==> src/rtl/dso_dm_pkg.sv <==
// -----------------------------------------------------------------------------
// dso_dm_pkg
// Shared definitions for the AXI DataMover command paths of the capture
// subsystem.
//   - dm_state_e    : scheduler state encoding (IDLE / RUN / DRAIN / ERROR)
//   - CMD_*         : bit positions of the 72-bit DataMover command fields
//   - pack_s2mm_cmd : builds a 72-bit command (INCR, EOF set, DRR/DSA zero).
//                     The same layout applies to MM2S, so the function is
//                     meant to be reused there.
// -----------------------------------------------------------------------------
package dso_dm_pkg;

   typedef enum logic [1:0] {
      ST_IDLE  = 2'd0,
      ST_RUN   = 2'd1,
      ST_DRAIN = 2'd2,
      ST_ERROR = 2'd3
   } dm_state_e;

   localparam int unsigned CMD_W         = 72;
   localparam int unsigned CMD_RSVD_MSB  = 71;
   localparam int unsigned CMD_RSVD_LSB  = 68;
   localparam int unsigned CMD_TAG_MSB   = 67;
   localparam int unsigned CMD_TAG_LSB   = 64;
   localparam int unsigned CMD_SADDR_MSB = 63;
   localparam int unsigned CMD_SADDR_LSB = 32;
   localparam int unsigned CMD_DRR_BIT   = 31;
   localparam int unsigned CMD_EOF_BIT   = 30;
   localparam int unsigned CMD_DSA_MSB   = 29;
   localparam int unsigned CMD_DSA_LSB   = 24;
   localparam int unsigned CMD_TYPE_BIT  = 23;
   localparam int unsigned CMD_BTT_MSB   = 22;
   localparam int unsigned CMD_BTT_LSB   = 0;

   // Every chunk is a complete frame: EOF set, incrementing burst, no realign.
   function automatic logic [CMD_W-1:0] pack_s2mm_cmd(
      input logic [3:0]  tag,
      input logic [31:0] addr,
      input logic [22:0] btt
   );
      logic [CMD_W-1:0] cmd;
      cmd                              = {CMD_W{1'b0}};
      cmd[CMD_RSVD_MSB:CMD_RSVD_LSB]   = 4'h0;
      cmd[CMD_TAG_MSB:CMD_TAG_LSB]     = tag;
      cmd[CMD_SADDR_MSB:CMD_SADDR_LSB] = addr;
      cmd[CMD_DRR_BIT]                 = 1'b0;
      cmd[CMD_EOF_BIT]                 = 1'b1;
      cmd[CMD_DSA_MSB:CMD_DSA_LSB]     = 6'd0;
      cmd[CMD_TYPE_BIT]                = 1'b1;
      cmd[CMD_BTT_MSB:CMD_BTT_LSB]     = btt;
      return cmd;
   endfunction

endpackage

==> src/rtl/s2mm_ring_scheduler.sv <==
// -----------------------------------------------------------------------------
// s2mm_ring_scheduler
// Issues one DataMover S2MM command per buffered capture chunk so that ADC data
// lands in a DDR ring of BUF_CHUNKS chunks of CHUNK_BYTES each, keeping at most
// MAX_OUTSTANDING commands in flight, and publishes ring progress for the host.
//
// Ports
//   axi_aclk           in   sole clock
//   rst                in   synchronous active-high reset
//   enable             in   run request (synchronous to axi_aclk)
//   clear_err          in   clears sticky errors; honoured in ERROR with enable=0
//   chunk_ready        in   one pulse per chunk buffered upstream
//   cmd_tdata/tvalid   out  AXIS S2MM command (72 bits)
//   cmd_tready         in   AXIS ready
//   s2mm_wr_xfer_cmplt in   one pulse per completed command
//   s2mm_err/s2mm_halt in   DataMover fault indications
//   wr_ptr             out  ring index of the next chunk to complete
//   cmplt_total        out  completed chunks since reset (wraps)
//   outstanding        out  commands accepted but not yet completed
//   overflow           out  sticky: a chunk was lost to pending saturation
//   err                out  sticky: [0] DataMover fault, [1] spurious completion
//   busy               out  scheduler not IDLE
// -----------------------------------------------------------------------------
module s2mm_ring_scheduler
   import dso_dm_pkg::*;
#(
   parameter logic [31:0] BUF_BASE        = 32'h0000_0000,
   parameter int unsigned CHUNK_BYTES     = 4096,
   parameter int unsigned BUF_CHUNKS      = 1024,
   parameter int unsigned MAX_OUTSTANDING = 4,
   parameter int unsigned PEND_MAX        = 15
) (
   input  logic                          axi_aclk,
   input  logic                          rst,
   input  logic                          enable,
   input  logic                          clear_err,
   input  logic                          chunk_ready,
   output logic [71:0]                   cmd_tdata,
   output logic                          cmd_tvalid,
   input  logic                          cmd_tready,
   input  logic                          s2mm_wr_xfer_cmplt,
   input  logic                          s2mm_err,
   input  logic                          s2mm_halt,
   output logic [$clog2(BUF_CHUNKS)-1:0] wr_ptr,
   output logic [31:0]                   cmplt_total,
   output logic [3:0]                    outstanding,
   output logic                          overflow,
   output logic [1:0]                    err,
   output logic                          busy
);

   localparam int unsigned     PTR_W      = $clog2(BUF_CHUNKS);
   localparam int unsigned     PEND_W     = $clog2(PEND_MAX + 1);
   localparam logic [PTR_W-1:0]  PTR_ZERO   = {PTR_W{1'b0}};
   localparam logic [PTR_W-1:0]  PTR_LAST   = PTR_W'(BUF_CHUNKS - 1);
   localparam logic [PTR_W-1:0]  PTR_ONE    = PTR_W'(1'b1);
   localparam logic [PEND_W-1:0] PEND_ZERO  = {PEND_W{1'b0}};
   localparam logic [PEND_W-1:0] PEND_ONE   = PEND_W'(1'b1);
   localparam logic [PEND_W-1:0] PEND_LIMIT = PEND_W'(PEND_MAX);
   localparam logic [3:0]        MAX_OUT_4  = 4'(MAX_OUTSTANDING);
   localparam logic [31:0]       CHUNK_32   = 32'(CHUNK_BYTES);
   localparam logic [22:0]       BTT_23     = 23'(CHUNK_BYTES);

   dm_state_e          state_r;
   dm_state_e          next_state_s;
   logic [71:0]        cmd_tdata_r;
   logic               cmd_tvalid_r;
   logic [PTR_W-1:0]   issue_idx_r;
   logic [PTR_W-1:0]   wr_ptr_r;
   logic [3:0]         tag_r;
   logic [PEND_W-1:0]  pending_r;
   logic [3:0]         outstanding_r;
   logic [31:0]        cmplt_total_r;
   logic               overflow_r;
   logic [1:0]         err_r;
   logic               busy_r;

   logic               dm_fault_s;
   logic               hs_s;
   logic               cmplt_s;
   logic               issue_s;
   logic               chunk_acc_s;
   logic               err_entry_s;
   logic               clear_s;
   logic               run_entry_s;
   logic [31:0]        saddr_s;

   assign dm_fault_s = s2mm_err | s2mm_halt;
   assign hs_s       = cmd_tvalid_r & cmd_tready;
   assign cmplt_s    = s2mm_wr_xfer_cmplt;
   assign saddr_s    = BUF_BASE + (32'(issue_idx_r) * CHUNK_32);

   // State register
   always_ff @(posedge axi_aclk) begin
      if (rst) begin
         state_r <= ST_IDLE;
      end else begin
         state_r <= next_state_s;
      end
   end

   // Next-state logic; a DataMover fault outranks every other transition
   always_comb begin
      next_state_s = state_r;
      case (state_r)
         ST_IDLE: begin
            if (enable) begin
               next_state_s = ST_RUN;
            end else begin
               next_state_s = ST_IDLE;
            end
         end
         ST_RUN: begin
            if (dm_fault_s) begin
               next_state_s = ST_ERROR;
            end else if (!enable) begin
               next_state_s = ST_DRAIN;
            end else begin
               next_state_s = ST_RUN;
            end
         end
         ST_DRAIN: begin
            if (dm_fault_s) begin
               next_state_s = ST_ERROR;
            end else if ((outstanding_r == 4'd0) && !cmd_tvalid_r) begin
               next_state_s = ST_IDLE;
            end else begin
               next_state_s = ST_DRAIN;
            end
         end
         ST_ERROR: begin
            if (clear_err && !enable) begin
               next_state_s = ST_IDLE;
            end else begin
               next_state_s = ST_ERROR;
            end
         end
         default: begin
            next_state_s = ST_IDLE;
         end
      endcase
   end

   // Per-state control strobes; no issue on the cycle RUN is being left
   always_comb begin
      issue_s     = 1'b0;
      chunk_acc_s = 1'b0;
      err_entry_s = 1'b0;
      clear_s     = 1'b0;
      run_entry_s = 1'b0;
      case (state_r)
         ST_IDLE: begin
            run_entry_s = (next_state_s == ST_RUN);
         end
         ST_RUN: begin
            chunk_acc_s = chunk_ready;
            err_entry_s = dm_fault_s;
            issue_s     = (next_state_s == ST_RUN) && !cmd_tvalid_r &&
                          (pending_r != PEND_ZERO) && (outstanding_r < MAX_OUT_4);
         end
         ST_DRAIN: begin
            err_entry_s = dm_fault_s;
         end
         ST_ERROR: begin
            clear_s = (next_state_s == ST_IDLE);
         end
         default: begin
            issue_s = 1'b0;
         end
      endcase
   end

   // Command channel: valid drops after each handshake and on any fault
   always_ff @(posedge axi_aclk) begin
      if (rst) begin
         cmd_tvalid_r <= 1'b0;
         cmd_tdata_r  <= 72'd0;
      end else if (err_entry_s || (state_r == ST_ERROR)) begin
         cmd_tvalid_r <= 1'b0;
      end else if (issue_s) begin
         cmd_tvalid_r <= 1'b1;
         cmd_tdata_r  <= pack_s2mm_cmd(tag_r, saddr_s, BTT_23);
      end else if (hs_s) begin
         cmd_tvalid_r <= 1'b0;
      end
   end

   // Issue side: tag and ring index advance on each accepted command
   always_ff @(posedge axi_aclk) begin
      if (rst) begin
         tag_r       <= 4'd0;
         issue_idx_r <= PTR_ZERO;
      end else if (hs_s) begin
         tag_r <= tag_r + 4'd1;
         if (issue_idx_r == PTR_LAST) begin
            issue_idx_r <= PTR_ZERO;
         end else begin
            issue_idx_r <= issue_idx_r + PTR_ONE;
         end
      end
   end

   // Completion side: ring write pointer and running total
   always_ff @(posedge axi_aclk) begin
      if (rst) begin
         wr_ptr_r      <= PTR_ZERO;
         cmplt_total_r <= 32'd0;
      end else if (cmplt_s) begin
         cmplt_total_r <= cmplt_total_r + 32'd1;
         if (wr_ptr_r == PTR_LAST) begin
            wr_ptr_r <= PTR_ZERO;
         end else begin
            wr_ptr_r <= wr_ptr_r + PTR_ONE;
         end
      end
   end

   // Pending chunks; a simultaneous arrival and handshake cancel out
   always_ff @(posedge axi_aclk) begin
      if (rst) begin
         pending_r <= PEND_ZERO;
      end else if (run_entry_s || clear_s) begin
         pending_r <= PEND_ZERO;
      end else begin
         case ({chunk_acc_s, hs_s})
            2'b10: begin
               if (pending_r != PEND_LIMIT) begin
                  pending_r <= pending_r + PEND_ONE;
               end
            end
            2'b01: begin
               if (pending_r != PEND_ZERO) begin
                  pending_r <= pending_r - PEND_ONE;
               end
            end
            default: begin
               pending_r <= pending_r;
            end
         endcase
      end
   end

   // Commands in flight; a completion with nothing in flight is not counted
   always_ff @(posedge axi_aclk) begin
      if (rst) begin
         outstanding_r <= 4'd0;
      end else if (clear_s) begin
         outstanding_r <= 4'd0;
      end else begin
         case ({hs_s, cmplt_s})
            2'b10: begin
               outstanding_r <= outstanding_r + 4'd1;
            end
            2'b01: begin
               if (outstanding_r != 4'd0) begin
                  outstanding_r <= outstanding_r - 4'd1;
               end
            end
            default: begin
               outstanding_r <= outstanding_r;
            end
         endcase
      end
   end

   // Sticky status flags, cleared only by an honoured clear_err
   always_ff @(posedge axi_aclk) begin
      if (rst) begin
         overflow_r <= 1'b0;
         err_r      <= 2'b00;
      end else if (clear_s) begin
         overflow_r <= 1'b0;
         err_r      <= 2'b00;
      end else begin
         if (chunk_acc_s && !hs_s && (pending_r == PEND_LIMIT)) begin
            overflow_r <= 1'b1;
         end
         if (err_entry_s) begin
            err_r[0] <= 1'b1;
         end
         if (cmplt_s && (outstanding_r == 4'd0)) begin
            err_r[1] <= 1'b1;
         end
      end
   end

   // Busy follows the state register, registered directly from next state
   always_ff @(posedge axi_aclk) begin
      if (rst) begin
         busy_r <= 1'b0;
      end else begin
         busy_r <= (next_state_s != ST_IDLE);
      end
   end

   assign cmd_tdata   = cmd_tdata_r;
   assign cmd_tvalid  = cmd_tvalid_r;
   assign wr_ptr      = wr_ptr_r;
   assign cmplt_total = cmplt_total_r;
   assign outstanding = outstanding_r;
   assign overflow    = overflow_r;
   assign err         = err_r;
   assign busy        = busy_r;

endmodule

==> config.mk <==
export PLATFORM = sky130hd
export DESIGN_NAME = s2mm_ring_scheduler
export DESIGN_NICKNAME = d
export VERILOG_FILES = /design/src/rtl/dso_dm_pkg.sv /design/src/rtl/s2mm_ring_scheduler.sv
export SDC_FILE = /design/constraint.sdc
export NUM_CORES = 1
export LEC_CHECK = 0
export CAP_MARGIN = 40
export CORE_UTILIZATION = 52
export CTS_CLUSTER_SIZE = 12
export DETAILED_ROUTE_END_ITERATION = 7
export PLACE_DENSITY_LB_ADDON = 0.15
export SLEW_MARGIN = 20
export SYNTH_ARGS = -nofsm -noshare
export SYNTH_HDL_FRONTEND = slang
export SYNTH_SLANG_ARGS = --single-unit
==> constraint.sdc <==
create_clock -name axi_aclk -period 7.48 [get_ports axi_aclk]
set_clock_uncertainty 0.1 [all_clocks]
set_input_delay 0.748 -clock axi_aclk [delete_from_list [all_inputs] [get_ports axi_aclk]]
set_output_delay 0.748 -clock axi_aclk [all_outputs]
set_load 0.02 [all_outputs]
* Word level (Yosys, flattened, before mapping)
Index checks and enable logic that the tools add are counted.
** Storage, ports and cells
- Flip-flop bits (word level) :: 88
- Input port bits :: 9
- Logic and storage cells :: 90
** Cells by class
- Add/subtract/negate cells :: 8
- Order comparisons :: 1
- Equality and inequality tests :: 15
- Multiplexer cells :: 21
- Bitwise gates (word level) :: 3
- Reduce and logical (&&, ||, !) cells :: 29
** Operators by type and width (number)
- $add A32 B1 Y32 const B :: 1
- $add A10 B1 Y10 const B :: 2
- $eq A10 B10 Y1 const B :: 2
- $mux W10 :: 2
- $pmux W4 S2 :: 2
- $add A4 B1 Y4 const B :: 3
- $mux W4 :: 3
- $mux W2 :: 5
- $eq A2 B1 Y1 const B :: 4
- $eq A2 B2 Y1 const B :: 4
- $logic_and A1 B1 Y1 :: 8
- $mux W1 :: 8
- $pmux W2 S4 :: 1
- $reduce_bool A2 Y1 :: 4
- $reduce_bool A4 Y1 :: 2
- $reduce_or A2 Y1 :: 4
- $sub A4 B1 Y4 const B :: 2
- $ne A2 B2 Y1 const B :: 3
- $eq A4 B4 Y1 const B :: 1
- $logic_not A2 Y1 :: 2
- $logic_not A4 Y1 :: 1
- $lt A4 B3 Y1 const B :: 1
- $ne A4 B4 Y1 const B :: 1
- $reduce_and A2 Y1 :: 2
- 6 further kinds :: 9

* Logic depth before layout (Yosys ltp)
Gate-level depths: netlist (run 1).
- Depth in word-level cells :: 11
- Gate-level depth with buffers :: 10

* Worst setup path after synthesis (run 1)
No wires, ideal clock.
- Path type :: input-to-reg
- Start point :: input port cmd_tready
- End point :: register pending_r[3]
- Setup time :: 114 ps
- Data arrival time :: 2600 ps
- Setup slack :: 4666 ps
- Stages on the path :: 10
- Path buffers :: 1
- Cells stage by stage :: nand2_1 inv_1 clkbuf_1 ha_1 ha_1 a21o_1 a21oi_1 mux2i_1 mux2i_1 nor2_1
** On the way
- Longest elaborated chain between the ends :: 4
- Elaborated cells between the ends (all ways) :: 8
- Classes of those cells :: eq/ne (4); mux (1); bitwise (1); reduce/logical (2)
** Ends and longest elaborated chain
- start: declaration :: RTL line s2mm_ring_scheduler.sv:40 : input logic cmd_tready,
- $and A1 B1 Y1 * :: RTL line s2mm_ring_scheduler.sv:89 : assign hs_s = cmd_tvalid_r & cmd_tready;
- named net hs_s :: RTL line s2mm_ring_scheduler.sv:79 : logic hs_s;
- $eq A2 B2 Y1 or $eq A2 B1 Y1 (tied branches) :: RTL line s2mm_ring_scheduler.sv:225 : case ({chunk_acc_s, hs_s})
- $ne A2 B2 Y1 (no line) or $reduce_bool A2 Y1 (tied branches)
- $reduce_and A3 Y1 (no line)
- end signal: assignment :: RTL line s2mm_ring_scheduler.sv:228 : pending_r <= pending_r + PEND_ONE;
- end signal: assignment :: RTL line s2mm_ring_scheduler.sv:233 : pending_r <= pending_r - PEND_ONE;
- end signal: assignment :: RTL line s2mm_ring_scheduler.sv:237 : pending_r <= pending_r;
- end: declaration :: RTL line s2mm_ring_scheduler.sv:71 : logic [PEND_W-1:0] pending_r;
The timed path passes the listed nets; every way through them passes the cells marked *.
A chain may end at the register's enable or synchronous reset.

* Final worst setup path (run 1)
- Start point :: input port cmd_tready
- End point :: register pending_r[3]
** On the way
- Longest elaborated chain between the ends :: 4
- Elaborated cells between the ends (all ways) :: 8
- Classes of those cells :: eq/ne (4); mux (1); bitwise (1); reduce/logical (2)
** Ends and longest elaborated chain (RTL line)
- $and A1 B1 Y1 * :: s2mm_ring_scheduler.sv:89
- $eq A2 B2 Y1 or $eq A2 B1 Y1 (tied branches) :: s2mm_ring_scheduler.sv:225
- $ne A2 B2 Y1 (no line) or $reduce_bool A2 Y1 (tied branches)
- $reduce_and A3 Y1 (no line)
Every way passes the cells marked *; elsewhere a longest branch is shown, timed or not.

==> summary.txt, run 1 <==
Floorplan
  – # IOs: 132
  – Area of the die: 9154 sq um
  – Core ar.: 8341 sq um
  – Initial Util: 54.71%
  – DIE HEIGHT: 95.68 um
  – FP Rows: 33
  – Die X: 95.68 um

Global routing
  – GRT Util Overall: 19.94%
  – Vias in the first global route: 3066
  – First-pass GRT wire length: 14390 um
  – Aggregate global routing overflow: 0
  – Largest net degree at the start of global routing: 92
  – Initial antenna violation count: 0

Critical path
  – Worst setup SP type: input port
  – Critical Path AT: 3.28 ns
  – Critical path depth in cells: 10
  – Worst path top cell family by delay: buffers and inverters
  – Crit Path Category: input port to flip-flop
  – Worst-path cell chain: clkdlybuf4s50_1, nand2_1, inv_1, ha_1, ha_1, a21o_1, a21oi_1, mux2i_1, mux2i_1, nor2_1
  – Slowest-stage cell, CP: clkdlybuf4s50_1
  – Reg2reg path depth: 9
  – Critical path's largest stage delay: 0.51 ns
  – Reg2reg end: pending_r[3]
  – Buffers & Inverters on Critical Path: 2
  – Reg2reg start: cmd_tvalid
  – Worst setup path startpoint: cmd_tready
  – Worst setup path end: pending_r[3]
  – WP data required: 7.62 ns
  – Critical path peak fanout: 12
  – Worst setup EP type: flip-flop
  – R2R Setup Slk: 4.79 ns

Clock tree
  – CTS Root Cell: clkbuf_8
  – CTS hold repair buffers: 0
  – CTS buffer count: 9
  – CTS resizes: 0
  – Clock latency on the worst-skew pair: 0.36 ns
  – CTS Sinks: 86
  – Setup Fix Bufs, Post-CTS: 0
  – H-tree Lvls: 3
  – Reg clk slew, reported paths: 0.08 ns
  – Clock Tree Buf Depth: 2
  – CTS tree: done

Logic synthesis
  – Synthesized instance count: 513
  – Register area share after synthesis: 37.73%
  – Mapped Area: 4563 sq um
  – Count of different cell masters after synthesis: 50
  – Synth Warn #: 0
  – Post-synth EDFFs: 0
  – Synthesized area per cell: 8.895 sq um
  – Main synth FF type: dfxtp_1
  – Async set-reset flop share out of synthesis: 0%
  – Yosys reg bits: 86

Power
  – Combinational Power Share: 16.1%
  – Net Sw Frac: 26.88%
  – P_int: 0.7743 mW
  – Sw power: 0.2846 mW
  – Max VDD drop: 113.4 uV
  – Clock group share of total power: 37.7%
  – Leakage: 2.153 nW
  – PwrDens: 196.2 nW/um^2
  – Reg power frac: 46.2%

Cells and area
  – Final Net Count: 606
  – Area Growth Syn to Fin: 18.29%
  – Most common cell after layout, fill and taps aside: dfxtp_1
  – Most frequent cells in the layout: 86 x dfxtp_1, 75 x clkdlybuf4s50_1, 57 x nor2_1, 55 x conb_1, 36 x xor2_1
  – Layout cells sized above 1: 5.470%
  – Ant. Diodes: 0

Drt
  – DR WL/cell: 12.65 um
  – DRT met1 WL: 4111 um
  – DR vias: 3533
  – DR WL met2: 4037 um
  – Pre-antenna DRT Iters: 4
  – Top sig layer: met4
  – Drt initial violations: 151
  – Remaining routing DRC violations: 0
  – Final WL: 8729 um
  – Routed met3 length: 503 um
  – Avg Vias per Cell: 5.120
  – Antenna viol nets, final: 0

Timing
  – Setup TNS: 0 ns
  – Final worst path period share: 41.96%
  – Tmin final: 3.139 ns
  – Max-Slew Margin vs Limit: 45.34%
  – Actual slew at the worst max-slew pin: 0.8198 ns
  – Slew Viols, Final: 0
  – RSZ-0062 raised after global routing: no
  – Final setup vio count: 0
  – Fmax: 318.6 MHz
  – Final Hold Viols: 0
  – Worst Slack Setup Final: 4.341 ns

Run status
  – Outcome: finished clean

Hold path
  – Min-Delay Path Class: flip-flop to flip-flop

Placement
  – Number of port buffers: 76
  – Pre-CTS WS: 3.968 ns
  – GP Congestion: 0.8614
  – Final HPWL DP: 6099 um

Job
  – Maxcap violations: 0
[cell type report]
class                           instances  area (sq um)
Inverter                               14         52.55
Clock inverter                          5         106.4
Fill cell                             708          2943
Timing Repair Buffer                   78         778.2
Clock buffer                           11         141.4
Tap cell                              105         131.4
Multi-Input combinational cell        391          2466
Sequential cell                        86          1722
[cell families (layout without fill, tap and decap cells)]
kind of cell | after synthesis | in the layout | share of synthesized area, %
simple gates | 210 | 210 | 24.51
buf+inv | 90 | 108 | 12.67
flops | 86 | 86 | 37.73
xor+xnor | 48 | 48 | 9.213
compound gates | 38 | 38 | 5.649
mux | 23 | 23 | 5.155
fa+ha+maj | 17 | 17 | 4.990
other cells | 1 | 55 | 0.08218
[how the worst min path moves through the flow]
stage,startpoint,end,slack (ns),depth (start not counted)
after floorplan,tag_r[3],cmd_tdata[67],0.36,2
after global placement,overflow,overflow,0.35,2
after detailed placement,cmd_tdata[47],cmd_tdata[47],0.36,2
after CTS,overflow,overflow,0.37,2
after global routing,cmd_tdata[45],cmd_tdata[45],0.40,2
final,overflow,overflow,0.37,2
[metal layers]
| metal | vias up | global-route usage (%) |
|---|---|---|
| li1 | 1752 | - |
| met1 | 1653 | 26.55 |
| met2 | 120 | 32.02 |
| met3 | 8 | 4.705 |
| met4 | 0 | 5.970 |
| met5 | - | 0 |
[Yosys cell counts, types with 3 or more instances]
master | count | area share, %
clkbuf_1 | 14 | 1.2
nor2_1 | 57 | 4.7
nor3_1 | 7 | 0.77
a21o_1 | 3 | 0.49
mux2i_1 | 19 | 4.2
nand3_1 | 14 | 1.5
mux2_2 | 4 | 0.99
and2_1 | 4 | 0.55
a21oi_1 | 14 | 1.5
or3_1 | 4 | 0.55
o21ai_0 | 5 | 0.55
and3_1 | 13 | 1.8
buf_4 | 57 | 9.4
xor2_1 | 36 | 6.9
xnor2_1 | 12 | 2.3
ha_1 | 15 | 4.1
dfxtp_1 | 86 | 38
nand2b_1 | 32 | 4.4
or2_2 | 3 | 0.41
nand2_1 | 29 | 2.4
and4_1 | 11 | 2.1
nor2b_1 | 8 | 1.1
nand4_1 | 20 | 2.7
inv_1 | 14 | 1.2
[power by group through the flow]
stage | Clock, mW | Combinational, mW | Sequential (mW)
finish | 0.399 | 0.171 | 0.489
global route | 0.428 | 0.188 | 0.492
CTS | 0.406 | 0.171 | 0.489
detailed placement | 0 | 0.170 | 0.500
global placement | 0 | 0.167 | 0.499
floorplan | 0 | 0.130 | 0.512
[worst reg2reg max path: stages (launching register included)]
cell and delay (ns):
dfxtp_1 0.44, nand2_1 0.25, inv_1 0.37, ha_1 0.31
ha_1 0.26, a21o_1 0.18, a21oi_1 0.17, mux2i_1 0.25
mux2i_1 0.21, nor2_1 0.05
[sequential cells by signal, summed over array words and instances (netlist names), 2 cells and up]
name,count
cmd_tdata,15
pending_r,4
cmplt_total,32
outstanding,4
wr_ptr,10
state_r,2
tag_r,4
err,2
issue_idx_r,10
[stage by stage]
stage          instance area (sq um)  hold WS (ns)  total power, mW  std cells  util [%]
5_1_grt                         5398        0.4002            1.108        690     64.72
3_3_place_gp                    5135        0.3543           0.6666        673     61.57
4_1_cts                         5398        0.3746            1.066        690     64.72
3_5_place_dp                    5150        0.3614           0.6691        674     61.75
6_report                        5398        0.3682            1.059        690     64.72
2_1_floorplan                   4766        0.3638           0.6422        567         -
Note: power is estimated with default switching activity, not from simulation.
==> run 2: changes to the inputs <==
- CORE_UTILIZATION: 52 -> 43
- clock period: 7.48 -> 2.78 ns (I/O delays scaled with it)
==> run 2 against run 1 <==
Register-to-register slack worse by 4.5 ns; worst hold slack worse by 0.026 ns; sequential power rose to 2.7 times the previous value; power rose to 2.5 times the previous value; first-iteration DRC count up 11%; largest cell class unchanged; clock power up 120%; via count down 0.51%.
==> summary.txt, run 2 (synthesis gave the netlist of run 1 again) <==
Clock tree
  – H-tree Lvls: 3
  – CTS tree: done
  – Reg clk slew, reported paths: 0.09 ns
  – CTS Root Cell: clkbuf_8
  – Setup Fix Bufs, Post-CTS: 0
  – Clock latency on the worst-skew pair: 0.35 ns
  – Clock Tree Buf Depth: 2
  – CTS hold repair buffers: 0
  – CTS buffer count: 9
  – CTS Sinks: 86
  – CTS resizes: 0

Global routing
  – Aggregate global routing overflow: 0
  – Largest net degree at the start of global routing: 47
  – First-pass GRT wire length: 15080 um
  – Initial antenna violation count: 0
  – GRT Util Overall: 16.38%
  – Vias in the first global route: 3260

Job
  – Maxcap violations: 0

Cells and area
  – Multi-input gate area: 2466 sq um
  – Fill cells: 1005
  – Non-Filler Instances: 727
  – Register area: 1722 sq um
  – Most common cell after layout, fill and taps aside: dfxtp_1
  – Fin util: 52.73%
  – Ant. Diodes: 0
  – Most frequent cells in the layout: 86 x dfxtp_1, 75 x clkdlybuf4s50_1, 57 x nor2_1, 55 x conb_1, 36 x xor2_1
  – Max reg flops: 32
  – Final Net Count: 613
  – Final instance area: 5444 sq um
  – Area Growth Syn to Fin: 19.30%
  – Layout cells sized above 1: 6.599%

Power
  – Clock group share of total power: 33.1%
  – Combinational Power Share: 17.3%
  – Sw power: 0.7546 mW
  – Total power: 2.656 mW
  – Net Sw Frac: 28.41%
  – Leakage: 2.169 nW
  – PwrDens: 487.9 nW/um^2
  – Max VDD drop: 240.7 uV
  – P_int: 1.901 mW
  – Reg power frac: 49.7%

Timing
  – Actual slew at the worst max-slew pin: 0.6497 ns
  – Tmin final: 2.515 ns
  – Hold slack: 0.3425 ns
  – Final setup vio count: 0
  – Final worst path period share: 90.47%
  – Max-Slew Margin vs Limit: 56.68%
  – RSZ-0062 raised after global routing: no
  – Fmax: 397.6 MHz
  – Setup TNS: 0 ns
  – Worst Slack Setup Final: 0.2650 ns
  – Final Hold Viols: 0
  – Slew Viols, Final: 0

Floorplan
  – FP Rows: 37
  – Die X: 105.0 um
  – Area of the die: 11030 sq um
  – Core ar.: 10320 sq um
  – # IOs: 132
  – Initial Util: 44.20%
  – DIE HEIGHT: 105.0 um

Critical path
  – WP data required: 2.95 ns
  – Critical path peak fanout: 16
  – Worst setup SP type: flip-flop
  – Worst setup path startpoint: state_r[1]
  – Crit Path Category: flip-flop to flip-flop
  – Reg2reg path depth: 7
  – Worst setup EP type: flip-flop
  – Reg2reg start: state_r[1]
  – Critical Path AT: 2.69 ns

Placement
  – Placed cells: 712
  – Pre-CTS WS: 0.1387 ns
  – GP Congestion: 0.8638
  – Placed cell area: 5246 sq um
  – Final HPWL DP: 6259 um
  – Number of port buffers: 76

Drt
  – Pre-antenna DRT Iters: 4
  – DR vias: 3515
  – Drt initial violations: 167
  – Avg Vias per Cell: 4.835
  – Antenna viol nets, final: 0
  – DR WL/cell: 11.94 um
  – Remaining routing DRC violations: 0
  – Final WL: 8680 um

Hold path
  – Min-Delay Path Class: input port to flip-flop
  – Hold depth: 2
  – Worst Hold Launch: rst

Run status
  – Outcome: finished clean
run 2: cell count changes in the layout (fill, tap and decap cells not counted), sizes merged:
| cell | previous run | this run |
|---|---|---|
| bufinv | 3 | 1 |
| clkinv | 1 | 3 |
| clkbuf | 11 | 10 |
| buf | 3 | 10 |
run 2: per-layer routing:
metal / part of all wire [%] / up-vias / GRT usage [%]
li1: - / 1765 / -
met1: 49 / 1632 / 21.72
met2: 45 / 106 / 26.25
met3: 4.3 / 12 / 3.119
met4: 1.5 / 0 / 6.338
met5: 0 / - / 0
run 2: path summary, 6_finish.rpt:
| path | end | slack [ns] |
|---|---|---|
| worst max-delay path | cmd_tdata[50] | 0.27 |
| worst min-delay path | issue_idx_r[8] | 0.34 |
| worst min register to register | overflow | 0.37 |
| worst max register to register | cmd_tdata[50] | 0.27 |
run 2: layout make-up:
class,count,area share [%]
clock buffers,10,2.528
clock inverters,5,1.103
inverters,14,0.9653
multi-input cells,391,45.30
flip-flops and latches,86,31.62
well taps,136,3.126
repair buffers,85,15.35
run 2: power groups by stage:
stage / combinational (mW) / clock, mW / sequential (mW)
3_3_place_gp: 0.457 / 0 / 1.35
2_1_floorplan: 0.350 / 0 / 1.38
6_report: 0.459 / 0.878 / 1.32
5_1_grt: 0.508 / 0.966 / 1.33
3_5_place_dp: 0.457 / 0 / 1.35
4_1_cts: 0.461 / 0.910 / 1.32
run 2: critical path: stages, from the launching register on:
cell	delay (ns)
dfxtp_1	0.34
inv_1	0.12
ha_1	0.29
or4b_2	0.61
nor3b_1	0.26
and4_1	0.23
buf_4	0.26
mux2i_1	0.22
